--- src/rtl/sap_pkg.sv ---
// Shared definitions for the 4-bit bus computer controller-sequencer:
// opcodes, T-state encoding, the control word layout and the retire rule.
package sap_pkg;

    localparam logic [3:0] OP_LDA = 4'b0000;
    localparam logic [3:0] OP_ADD = 4'b0001;
    localparam logic [3:0] OP_SUB = 4'b0010;
    localparam logic [3:0] OP_JMP = 4'b0011;
    localparam logic [3:0] OP_OUT = 4'b1110;
    localparam logic [3:0] OP_HLT = 4'b1111;

    // Bit positions of each T-state in the one-hot tstate vector.
    localparam int T1_IDX = 0;
    localparam int T2_IDX = 1;
    localparam int T3_IDX = 2;
    localparam int T4_IDX = 3;
    localparam int T5_IDX = 4;
    localparam int T6_IDX = 5;

    typedef enum logic [2:0] {
        S_INIT = 3'd0,
        S_T1   = 3'd1,
        S_T2   = 3'd2,
        S_T3   = 3'd3,
        S_T4   = 3'd4,
        S_T5   = 3'd5,
        S_T6   = 3'd6,
        S_HALT = 3'd7
    } state_t;

    // One cycle's worth of control strobes plus status.
    typedef struct packed {
        logic       pc_clr_n;
        logic       pc_cp;
        logic       pc_ep;
        logic       pc_lp;
        logic       mar_lm;
        logic       ram_ce;
        logic       ir_li;
        logic       ir_ei;
        logic       a_la;
        logic       a_ea;
        logic       b_lb;
        logic       alu_su;
        logic       alu_eu;
        logic       out_lo;
        logic       hlt;
        logic [5:0] tstate;
    } ctrl_word_t;

    // Last execute state that carries strobes for an opcode. HLT never
    // retires to T1, so it reports HALT and never matches a T-state.
    function automatic state_t last_state(input logic [3:0] op);
        state_t s;
        case (op)
            OP_ADD, OP_SUB: s = S_T6;
            OP_LDA:         s = S_T5;
            OP_HLT:         s = S_HALT;
            default:        s = S_T4;
        endcase
        return s;
    endfunction

    // True when the given state hands over to T1 on the next edge.
    function automatic logic retires_at(input state_t s, input logic [3:0] op,
                                        input logic early);
        return (s == S_T6) ||
               (early && (s == S_T4 || s == S_T5) && (s == last_state(op)));
    endfunction

endpackage

--- src/rtl/sap_controller_if.sv ---
// Control bus between the sequencer and the datapath blocks.
// Handshake: none; every strobe is a level valid for the whole cycle in
// which it is driven and acted upon by the datapath at the next rising edge.
interface sap_controller_if;
    logic [3:0] opcode;
    logic       pc_clr_n;
    logic       pc_cp;
    logic       pc_ep;
    logic       pc_lp;
    logic       mar_lm;
    logic       ram_ce;
    logic       ir_li;
    logic       ir_ei;
    logic       a_la;
    logic       a_ea;
    logic       b_lb;
    logic       alu_su;
    logic       alu_eu;
    logic       out_lo;
    logic       hlt;
    logic [5:0] tstate;

    modport master (
        input  opcode,
        output pc_clr_n, pc_cp, pc_ep, pc_lp, mar_lm, ram_ce, ir_li, ir_ei,
               a_la, a_ea, b_lb, alu_su, alu_eu, out_lo, hlt, tstate
    );

    modport slave (
        output opcode,
        input  pc_clr_n, pc_cp, pc_ep, pc_lp, mar_lm, ram_ce, ir_li, ir_ei,
               a_la, a_ea, b_lb, alu_su, alu_eu, out_lo, hlt, tstate
    );
endinterface

--- src/rtl/sap_ctrl_decode.sv ---
// Combinational control-word decoder: T-state plus opcode to strobes.
// T4 decodes the live IR opcode; T5/T6 use the copy latched during T4.
module sap_ctrl_decode
    import sap_pkg::*;
#(
    parameter bit EARLY_RETIRE = 1'b0
) (
    input  state_t     state,
    input  logic [3:0] opcode,
    input  logic [3:0] op_q,
    output ctrl_word_t cw
);

    logic [3:0] cur_op;

    assign cur_op = (state == S_T4) ? opcode : op_q;

    // Strobe decode; pc_ep is added wherever the next state is T1.
    always_comb begin
        cw          = '0;
        cw.pc_clr_n = 1'b1;
        case (state)
            S_INIT: begin
                cw.pc_clr_n = 1'b0;
                cw.pc_ep    = 1'b1;
            end
            S_T1: begin
                cw.tstate[T1_IDX] = 1'b1;
                cw.mar_lm         = 1'b1;
            end
            S_T2: begin
                cw.tstate[T2_IDX] = 1'b1;
                cw.pc_cp          = 1'b1;
            end
            S_T3: begin
                cw.tstate[T3_IDX] = 1'b1;
                cw.ram_ce         = 1'b1;
                cw.ir_li          = 1'b1;
            end
            S_T4: begin
                cw.tstate[T4_IDX] = 1'b1;
                case (cur_op)
                    OP_LDA, OP_ADD, OP_SUB: begin
                        cw.ir_ei  = 1'b1;
                        cw.mar_lm = 1'b1;
                    end
                    OP_JMP: begin
                        cw.ir_ei = 1'b1;
                        cw.pc_lp = 1'b1;
                    end
                    OP_OUT: begin
                        cw.a_ea   = 1'b1;
                        cw.out_lo = 1'b1;
                    end
                    default: ;
                endcase
            end
            S_T5: begin
                cw.tstate[T5_IDX] = 1'b1;
                case (cur_op)
                    OP_LDA: begin
                        cw.ram_ce = 1'b1;
                        cw.a_la   = 1'b1;
                    end
                    OP_ADD: begin
                        cw.ram_ce = 1'b1;
                        cw.b_lb   = 1'b1;
                    end
                    OP_SUB: begin
                        // Subtract select set up while B loads, held into T6.
                        cw.ram_ce = 1'b1;
                        cw.b_lb   = 1'b1;
                        cw.alu_su = 1'b1;
                    end
                    default: ;
                endcase
            end
            S_T6: begin
                cw.tstate[T6_IDX] = 1'b1;
                case (cur_op)
                    OP_ADD: begin
                        cw.alu_eu = 1'b1;
                        cw.a_la   = 1'b1;
                    end
                    OP_SUB: begin
                        cw.alu_eu = 1'b1;
                        cw.a_la   = 1'b1;
                        cw.alu_su = 1'b1;
                    end
                    default: ;
                endcase
            end
            S_HALT: begin
                cw.hlt = 1'b1;
            end
            default: ;
        endcase
        if (retires_at(state, cur_op, EARLY_RETIRE)) begin
            cw.pc_ep = 1'b1;
        end
    end

endmodule

--- src/rtl/sap_controller.sv ---
// Controller-sequencer: T-state ring, opcode latch and halt handling.
// Strobes come from sap_ctrl_decode; reset forces the all-quiet word with
// the PC held clear, asynchronously to the clock.
module sap_controller
    import sap_pkg::*;
#(
    parameter bit EARLY_RETIRE = 1'b0
) (
    input  logic                clk,
    input  logic                rst,
    sap_controller_if.master    bus
);

    state_t     state_q;
    state_t     state_d;
    logic [3:0] op_q;
    ctrl_word_t cw_dec;
    ctrl_word_t cw;

    // State register.
    always_ff @(posedge clk or posedge rst) begin
        if (rst) begin
            state_q <= S_INIT;
        end else begin
            state_q <= state_d;
        end
    end

    // Opcode copy taken during T4 so T5/T6 do not depend on the IR staying put.
    always_ff @(posedge clk or posedge rst) begin
        if (rst) begin
            op_q <= 4'd0;
        end else if (state_q == S_T4) begin
            op_q <= bus.opcode;
        end
    end

    // Next-state: fetch ring, then execute until the retire state.
    always_comb begin
        state_d = state_q;
        case (state_q)
            S_INIT: state_d = S_T1;
            S_T1:   state_d = S_T2;
            S_T2:   state_d = S_T3;
            S_T3:   state_d = S_T4;
            S_T4: begin
                if (bus.opcode == OP_HLT) begin
                    state_d = S_HALT;
                end else if (retires_at(S_T4, bus.opcode, EARLY_RETIRE)) begin
                    state_d = S_T1;
                end else begin
                    state_d = S_T5;
                end
            end
            S_T5: begin
                if (retires_at(S_T5, op_q, EARLY_RETIRE)) begin
                    state_d = S_T1;
                end else begin
                    state_d = S_T6;
                end
            end
            S_T6:   state_d = S_T1;
            S_HALT: state_d = S_HALT;
            default: state_d = S_INIT;
        endcase
    end

    sap_ctrl_decode #(
        .EARLY_RETIRE (EARLY_RETIRE)
    ) u_decode (
        .state  (state_q),
        .opcode (bus.opcode),
        .op_q   (op_q),
        .cw     (cw_dec)
    );

    // Reset overrides the decoded word immediately, not at the next edge.
    always_comb begin
        cw = cw_dec;
        if (rst) begin
            cw = '0;
        end
    end

    assign bus.pc_clr_n = cw.pc_clr_n;
    assign bus.pc_cp    = cw.pc_cp;
    assign bus.pc_ep    = cw.pc_ep;
    assign bus.pc_lp    = cw.pc_lp;
    assign bus.mar_lm   = cw.mar_lm;
    assign bus.ram_ce   = cw.ram_ce;
    assign bus.ir_li    = cw.ir_li;
    assign bus.ir_ei    = cw.ir_ei;
    assign bus.a_la     = cw.a_la;
    assign bus.a_ea     = cw.a_ea;
    assign bus.b_lb     = cw.b_lb;
    assign bus.alu_su   = cw.alu_su;
    assign bus.alu_eu   = cw.alu_eu;
    assign bus.out_lo   = cw.out_lo;
    assign bus.hlt      = cw.hlt;
    assign bus.tstate   = cw.tstate;

endmodule

--- src/flat_wrapper.sv ---
// flat-port wrapper written by rule: the top's interface ports become plain ports
module sap_controller_flat import sap_pkg::*;
#(
    parameter bit EARLY_RETIRE = 1'b0
)
  (clk, rst, bus_opcode, bus_pc_clr_n, bus_pc_cp, bus_pc_ep, bus_pc_lp, bus_mar_lm, bus_ram_ce, bus_ir_li, bus_ir_ei, bus_a_la, bus_a_ea, bus_b_lb, bus_alu_su, bus_alu_eu, bus_out_lo, bus_hlt, bus_tstate);
  sap_controller_if bus_i ();
  input  logic clk;
  input  logic rst;
  input wire logic [$bits(bus_i.opcode)-1:0] bus_opcode;
  output wire logic [$bits(bus_i.pc_clr_n)-1:0] bus_pc_clr_n;
  output wire logic [$bits(bus_i.pc_cp)-1:0] bus_pc_cp;
  output wire logic [$bits(bus_i.pc_ep)-1:0] bus_pc_ep;
  output wire logic [$bits(bus_i.pc_lp)-1:0] bus_pc_lp;
  output wire logic [$bits(bus_i.mar_lm)-1:0] bus_mar_lm;
  output wire logic [$bits(bus_i.ram_ce)-1:0] bus_ram_ce;
  output wire logic [$bits(bus_i.ir_li)-1:0] bus_ir_li;
  output wire logic [$bits(bus_i.ir_ei)-1:0] bus_ir_ei;
  output wire logic [$bits(bus_i.a_la)-1:0] bus_a_la;
  output wire logic [$bits(bus_i.a_ea)-1:0] bus_a_ea;
  output wire logic [$bits(bus_i.b_lb)-1:0] bus_b_lb;
  output wire logic [$bits(bus_i.alu_su)-1:0] bus_alu_su;
  output wire logic [$bits(bus_i.alu_eu)-1:0] bus_alu_eu;
  output wire logic [$bits(bus_i.out_lo)-1:0] bus_out_lo;
  output wire logic [$bits(bus_i.hlt)-1:0] bus_hlt;
  output wire logic [$bits(bus_i.tstate)-1:0] bus_tstate;
  assign bus_i.opcode = bus_opcode;
  assign bus_pc_clr_n = bus_i.pc_clr_n;
  assign bus_pc_cp = bus_i.pc_cp;
  assign bus_pc_ep = bus_i.pc_ep;
  assign bus_pc_lp = bus_i.pc_lp;
  assign bus_mar_lm = bus_i.mar_lm;
  assign bus_ram_ce = bus_i.ram_ce;
  assign bus_ir_li = bus_i.ir_li;
  assign bus_ir_ei = bus_i.ir_ei;
  assign bus_a_la = bus_i.a_la;
  assign bus_a_ea = bus_i.a_ea;
  assign bus_b_lb = bus_i.b_lb;
  assign bus_alu_su = bus_i.alu_su;
  assign bus_alu_eu = bus_i.alu_eu;
  assign bus_out_lo = bus_i.out_lo;
  assign bus_hlt = bus_i.hlt;
  assign bus_tstate = bus_i.tstate;
  sap_controller #(.EARLY_RETIRE(EARLY_RETIRE)) u_core (.clk(clk), .rst(rst), .bus(bus_i));
endmodule
--- config.mk ---
export PLATFORM = sky130hd
export DESIGN_NAME = sap_controller_flat
export DESIGN_NICKNAME = d
export VERILOG_FILES = /design/src/rtl/sap_pkg.sv /design/src/rtl/sap_controller_if.sv /design/src/rtl/sap_ctrl_decode.sv /design/src/rtl/sap_controller.sv /design/src/flat_wrapper.sv
export SDC_FILE = /design/constraint.sdc
export NUM_CORES = 1
export LEC_CHECK = 0
export ABC_AREA = 1
export CAP_MARGIN = 10
export CORE_MARGIN = 1.5
export CORE_UTILIZATION = 45
export CTS_CLUSTER_DIAMETER = 150
export CTS_CLUSTER_SIZE = 14
export DETAILED_ROUTE_END_ITERATION = 8
export PLACE_DENSITY = 0.8
export SYNTH_ARGS = -nofsm -noshare
export SYNTH_HDL_FRONTEND = slang
export SYNTH_SLANG_ARGS = --single-unit
--- constraint.sdc ---
create_clock -name clk -period 3.5 [get_ports clk]
set_input_delay 0.7 -clock clk [delete_from_list [all_inputs] [get_ports clk]]
set_output_delay 0.7 -clock clk [all_outputs]
set_load 0.01 [all_outputs]
# Word-level counts from Yosys, hierarchy flattened
# Cells that the tools add are included.
# W data, S select, Z words.
[op_classes] n_eq_ne=12 muxes=30 reduce_logical=7
[op_table] cell="$mux W1" n=23
[op_table] cell="$mux W21" n=1
[op_table] cell="$pmux W3 S7" n=1
[op_table] cell="$eq A3 B3 Y1 const B" n=4
[op_table] cell="$eq A4 B2 Y1 const B" n=2
[op_table] cell="$eq A4 B4 Y1 const B" n=2
[op_table] cell="$eq A3 B2 Y1 const B" n=2
[op_table] cell="$pmux W1 S2" n=3
[op_table] cell="$reduce_or A2 Y1" n=3
[op_table] cell="$eq A4 B1 Y1 const B" n=1
[op_table] cell="$logic_not A4 Y1" n=1
[op_table] cell="$mux W4" n=1
[op_table] cell="$reduce_or A4 Y1" n=1
[op_table] cell="$eq A3 B1 Y1 const B" n=1
[op_table] cell="$logic_not A3 Y1" n=1
[op_table] cell="$reduce_or A3 Y1" n=1
[op_table] cell="$mux W2" n=1
[word_totals] reg_bits=7 word_cells=51 out_inout_bits=21

# Longest topological paths before layout
# Gate-level depths: netlist of the first run.
[logic_depth] depth_word=7 depth_mapped=9 depth_no_buf=8

# By module
# Synthesis of the first run repeated with hierarchy kept, for this count alone.
[unflattened] cells_unflattened=154 hier_area_um2=853.3
[modules_own_cells] module="sap_controller" area_each_um2=496.7 cells_each=82 seq_area_each_um2=175.2 n_inst=1
[modules_own_cells] module="sap_ctrl_decode" area_each_um2=356.6 cells_each=72 seq_area_each_um2=0.0 n_inst=1

# Least setup slack after synthesis of the first run
# No wires, ideal clock.
[synth_timing] path_type="input-to-output" startpoint="input rst" endpoint="output bus_out_lo" stages=6 setup_slack_ns=1.030 path_buffers=1 arrival_time_ns=1.770 path_cell_list="inv_1 nand2_1 nor2_1 nand3_1 nor2_1 buf_4"
[synth_via] elab_chain_len=1
[synth_lines] element="start, declared" line="flat_wrapper.sv:9" rtl="input logic rst;"
[synth_lines] element="$mux W21" line="sap_controller.sv:80" rtl="if (rst) begin"
[synth_lines] element="end, declared" line="flat_wrapper.sv:24" rtl="output wire logic [$bits(bus_i.out_lo)-1:0] bus_out_lo;"
# Every way passes these cells.

# Final worst setup path of the first run
[layout_timing] startpoint="input rst" endpoint="output bus_alu_su"
[layout_via] elab_chain_len=1
[layout_lines] element="$mux W21" line="sap_controller.sv:80"
[layout_lines] element="end, declared" line="flat_wrapper.sv:22" rtl="output wire logic [$bits(bus_i.alu_su)-1:0] bus_alu_su;"
# Every way passes these cells.

==> impl_metrics.csv, run 1 <==
group,metric,value,unit
yosys,synth_cell_types,20,
min_path,holdCritPathClass,"reg2reg",
clock_tree,cts_sinks,7,
timing,finalCritPeriodShare,89.0,%
die,core,0.00133,mm²
yosys,yosysWarnings,0,
final_layout,drive_gt1_share,24.0,%
timing,fmax,321,MHz
worst_setup_path,crit_arrival,2.41,ns
die,io_pins,27,
timing,finalSetupViolations,0,
yosys,synth_fp_nets,105,
worst_setup_path,cp_data_required_time,2.80,ns
worst_setup_path,worst-path-max-fanout,8,
yosys,ys.flop_type,"dfrtp_1",
worst_setup_path,cp_slowest_cell,"clkdlybuf4s50_1",
clock_tree,clock_latency,0.25,ns
yosys,synthCells,99,
timing,relSlewSlack,70.7,%
yosys,synthMostInstantiatedCell,"nand2_1",
timing,grt_setup_unrepaired,"false",
timing,worst_pin_slew,0.439,ns
yosys,yosys-top-cells-count,"25 x nand2_1, 11 x inv_1, 11 x nand2_2, 11 x nor2_1, 7 x dfrtp_1",
route,drt-initial-drc-count,18,
clock_tree,clock_path_buffers,2,
timing,clock_skew,0.00578,ns
clock_tree,holdBufCountCts,0,
route,ant_nets,0,
yosys,avgSynthCellArea,6.62,µm²
pwr,cellLeakagePower,0.000446,µW
yosys,ys_ff_latch,7,
worst_setup_path,endpoint_kind,"output pin",
pwr,power.density,766,mW/mm²
yosys,synthTopCellsByArea,"dfrtp_1 27%, nand2_1 14%, nand2_2 10%",
yosys,syn_area,656,µm²
final_layout,antenna_cells,0,
final_layout,stdcell_area,930,µm²
pwr,ir_worst_vdd,0.000502,V
worst_setup_path,cp_slowest_stage_delay,0.54,ns
final_layout,syn_to_final_growth,41.8,%
clock_tree,cts_setup_buffers,0,
placement,dp_cells,136,
yosys,synth_top_area_share,26.7,%
timing,fin_hold_ws,0.527,ns
global_route,grt_start_max_net_pins,13,
worst_setup_path,crit_chain,"clkdlybuf4s50_1 > inv_1 > buf_4 > nand4_1 > inv_1 > nor2_1 > nor3_2 > clkdlybuf4s50_1",
clock_tree,htree_levels,1,
die,die_w,41.2,µm
die,dieArea,0.00169,mm²
clock_tree,tritoncts,"yes",
die,initial_core_util,49.2,%
route,drtPass1Iterations,5,
die,rows,13,
clock_tree,numCtsBuffers,3,
run,maxCapViolations,0,
timing,slew_violations,0,
worst_setup_path,worstSetupStartpointType,"input port",
yosys,synth-seq-area-share,26.7,%
global_route,grt_pass1_vias,550,
route,drt_wl_total,1580,µm
placement,io_buffer_count,26,
global_route,overflow,0,
route,dr_total_vias,669,
route,drt-vias-per-instance,4.78,
timing,period_minus_slack,3.11,ns
placement,hpwl,1280,µm
yosys,yosys.area.top_type,"dfrtp_1",
yosys,postSynth.asyncResetShare,100,%
global_route,grt_pass1_wl,2220,µm
worst_setup_path,critPathKind,"in2out",
final_layout,finalNetCount,132,
status,outcome,"complete, no violations",
yosys,synth-edff-count,0,
route,remaining_drc_errors,0,
global_route,antenna_found_initial,0,
timing,hold_violations,0,
worst_setup_path,cp-startpoint,"rst",
timing,tns,0,ns
die,dieHeight,41.2,µm
clock_tree,cts-root-buf,"clkbuf_4",
final_layout,instances_no_fill,140,
global_route,track_usage,20.5,%
placement,dpl-instance-area,903,µm²
min_path,hp-start,"u_core.op_q[2]",
clock_tree,cts.clk_slew.worst_paths,0.05,ns
route,wl_per_cell,11.3,µm
clock_tree,ctsResizeCount,0,
placement,gp_congestion,0.763,
-- placed cells by master, fill, tap and decap left out --
| cell type | n |
|---|---|
| clkbuf_1 | 1 |
| dfrtp_1 | 7 |
| nor2_2 | 4 |
| inv_1 | 11 |
| nor2_4 | 4 |
| clkbuf_4 | 3 |
| nand3b_1 | 3 |
| inv_2 | 4 |
| nor2_1 | 11 |
| o22ai_1 | 1 |
| nand2_1 | 25 |
| a21oi_1 | 3 |
| nand2_4 | 1 |
| buf_4 | 1 |
| nand4_1 | 1 |
| clkdlybuf4s50_1 | 26 |
| nand3_2 | 1 |
| nor3_1 | 1 |
| nor3_2 | 1 |
| nand2_2 | 11 |
| nand3_1 | 5 |
-- power breakdown --
part	internal (µW)	switching, µW
registers	122	63.6
clock network	43.5	30.0
logic	183	270
total	348	364
-- worst paths after layout --
check	to	slack, ns	depth (start not counted)
worst max-delay path	bus_alu_su	0.39	8
worst min-delay path	u_core.op_q[2]	0.53	2
worst max register to register	u_core.state_q[1]	2.22	4
worst min register to register	u_core.op_q[2]	0.53	2
max in group asynchronous	u_core.op_q[2]	2.56	3
min in group asynchronous	u_core.op_q[1]	0.81	3
-- cell type report --
cell class	instances	area, µm²
clock buffer	4	26.3
fill	123	404
inverter	15	56.3
multi-input combinational	72	385
sequential	7	175
tap	15	18.8
timing repair buffer	27	268
-- cells by family (layout without fill, tap and decap cells) --
family                 count (synthesis)  after routing  share of synthesized area, %
AND/OR/NAND/NOR                       68             68                          55.5
AO/OA/AOI/OAI                          4              4                          3.24
buffers and inverters                 20             46                          14.5
flip-flops                             7              7                          26.7
-- critical path, delay by kind of cell --
kind,cells,cell delay [ns]
buffers and inverters,5,1.36
and+or+nand+nor,3,0.36
-- per-stage QoR --
stage / total power [µW] / setup slack (ns) / util [%]
detailed placement: 638 / 0.378 / 67.7
global route: 768 / 0.249 / 69.7
finish: 712 / 0.385 / 69.7
CTS: 714 / 0.376 / 69.7
floorplan: 515 / 1.03 / -
global placement: 627 / 0.396 / 67.7
-- metal layers --
layer	track usage (%)	vias to the layer above	part of all wire, %
li1	-	350	-
met1	25.2	302	45
met2	34.4	17	50
met3	3.26	0	5.0
met4	9.68	0	0
met5	0	-	0
Power figures use the tool's default switching activity.
==> inputs of run 2 (changes only) <==
Settings changed: RECOVER_POWER from default to 25.
==> run 2 against run 1 <==
Sequential power barely moved. Worst hold slack did not move. Critical path type unchanged. Die area unchanged. First-iteration DRC count unchanged.
==> impl_metrics.csv, run 2 (same netlist as run 1, synthesis figures left out) <==
group,metric,value,unit
status,outcome,"complete, no violations",
final_layout,syn_to_final_growth,41.8,%
clock_tree,cts-root-buf,"clkbuf_4",
worst_setup_path,cp_data_required_time,2.80,ns
timing,tns,0,ns
die,rows,13,
global_route,grt_pass1_wl,2220,µm
pwr,ir_worst_vdd,0.000502,V
final_layout,instances_no_fill,140,
route,wl_met2,785,µm
final_layout,drive_gt1_share,24.0,%
route,met3_length,79,µm
global_route,overflow,0,
route,drtPass1Iterations,5,
clock_tree,tritoncts,"yes",
die,core,0.00133,mm²
worst_setup_path,reg2reg_depth,4,
placement,dp_cells,136,
die,initial_core_util,49.2,%
timing,grt_setup_unrepaired,"false",
pwr,cellLeakagePower,0.000446,µW
placement,hpwl,1280,µm
clock_tree,cts_setup_buffers,0,
final_layout,finalNetCount,132,
timing,fmax,309,MHz
min_path,hp-start,"u_core.op_q[2]",
timing,period_minus_slack,3.24,ns
global_route,grt_pass1_vias,550,
die,dieHeight,41.2,µm
die,dieArea,0.00169,mm²
route,dr_total_vias,669,
min_path,holdCritPathClass,"reg2reg",
clock_tree,ctsResizeCount,0,
global_route,track_usage,20.5,%
placement,io_buffer_count,26,
timing,slew_violations,0,
clock_tree,numCtsBuffers,3,
worst_setup_path,crit_top_cell,"inv_1",
clock_tree,holdBufCountCts,0,
worst_setup_path,crit_arrival,2.54,ns
worst_setup_path,endpoint_kind,"output pin",
route,drt-vias-per-instance,4.78,
timing,finalCritPeriodShare,92.6,%
route,remaining_drc_errors,0,
timing,worst_pin_slew,0.439,ns
clock_tree,clock_latency,0.25,ns
worst_setup_path,cp_slowest_cell,"dlygate4sd3_1",
worst_setup_path,crit_chain,"dlygate4sd3_1 > inv_1 > buf_4 > nand4_1 > inv_1 > nor2_1 > nor3_2 > clkdlybuf4s50_1",
worst_setup_path,r2r_end,"u_core.state_q[1]",
clock_tree,clock_path_buffers,2,
min_path,min_delay_path_depth,2,
worst_setup_path,reg2reg_setup_slack,2.22,ns
timing,hold_violations,0,
die,die_w,41.2,µm
route,drt-initial-drc-count,18,
min_path,hold_end,"u_core.op_q[2]",
run,maxCapViolations,0,
die,io_pins,27,
route,ant_nets,0,
placement,gp_congestion,0.763,
timing,clock_skew,0.00578,ns
route,wl_per_cell,11.3,µm
worst_setup_path,worstSetupStartpointType,"input port",
timing,relSlewSlack,70.7,%
clock_tree,cts.clk_slew.worst_paths,0.05,ns
worst_setup_path,critPathKind,"in2out",
final_layout,antenna_cells,0,
timing,finalSetupViolations,0,
clock_tree,cts_sinks,7,
worst_setup_path,cp_slowest_stage_delay,0.57,ns
route,wl_met1,713,µm
clock_tree,htree_levels,1,
worst_setup_path,worst-path-max-fanout,8,
global_route,antenna_found_initial,0,
final_layout,final_cell_mix,"25 x nand2_1, 25 x clkdlybuf4s50_1, 11 x nor2_1, 11 x inv_1, 11 x nand2_2",
route,drt_wl_total,1580,µm
route,highest_layer,"met3",
pwr,power.density,766,mW/mm²
global_route,grt_start_max_net_pins,13,
run 2: metal layers:
layer	vias up	track usage [%]
li1	350	-
met1	302	25.2
met2	17	34.4
met3	0	3.26
met4	0	9.68
met5	-	0
run 2: layout make-up:
cell class	instances	area, µm²
Tap cell	15	18.8
Fill cell	123	404
Clock buffer	4	26.3
Multi-Input combinational cell	72	385
Inverter	15	56.3
Sequential cell	7	175
Timing Repair Buffer	27	268
run 2: stage by stage:
stage	power, µW	util [%]	area [µm²]	hold WS [ns]	worst slack (ns)
after global routing	767	69.7	930	0.548	0.130
after floorplan	515	-	656	0.495	1.03
after global placement	627	67.7	903	0.510	0.396
after CTS	714	69.7	930	0.529	0.376
final	712	69.7	930	0.527	0.260
after detailed placement	638	67.7	903	0.517	0.378
run 2: worst max path at each step:
stage	from	to
after floorplan	rst	bus_out_lo
after global placement	rst	bus_alu_su
after detailed placement	rst	bus_alu_su
after CTS	rst	bus_alu_su
after global routing	rst	bus_alu_su
final	rst	bus_alu_su
run 2: worst max-delay path, delay by kind of cell:
kind / cells / cell delay [ns]
buffers and inverters: 5 / 1.48
and+or+nand+nor: 3 / 0.36
run 2: report_power, final:
part | switching [µW] | leakage [µW] | total, µW | internal, µW
combinational | 270 | 0.000347 | 453 | 183
sequential | 63.6 | 0.0000834 | 185 | 122
clock | 30.0 | 0.0000150 | 73.5 | 43.5
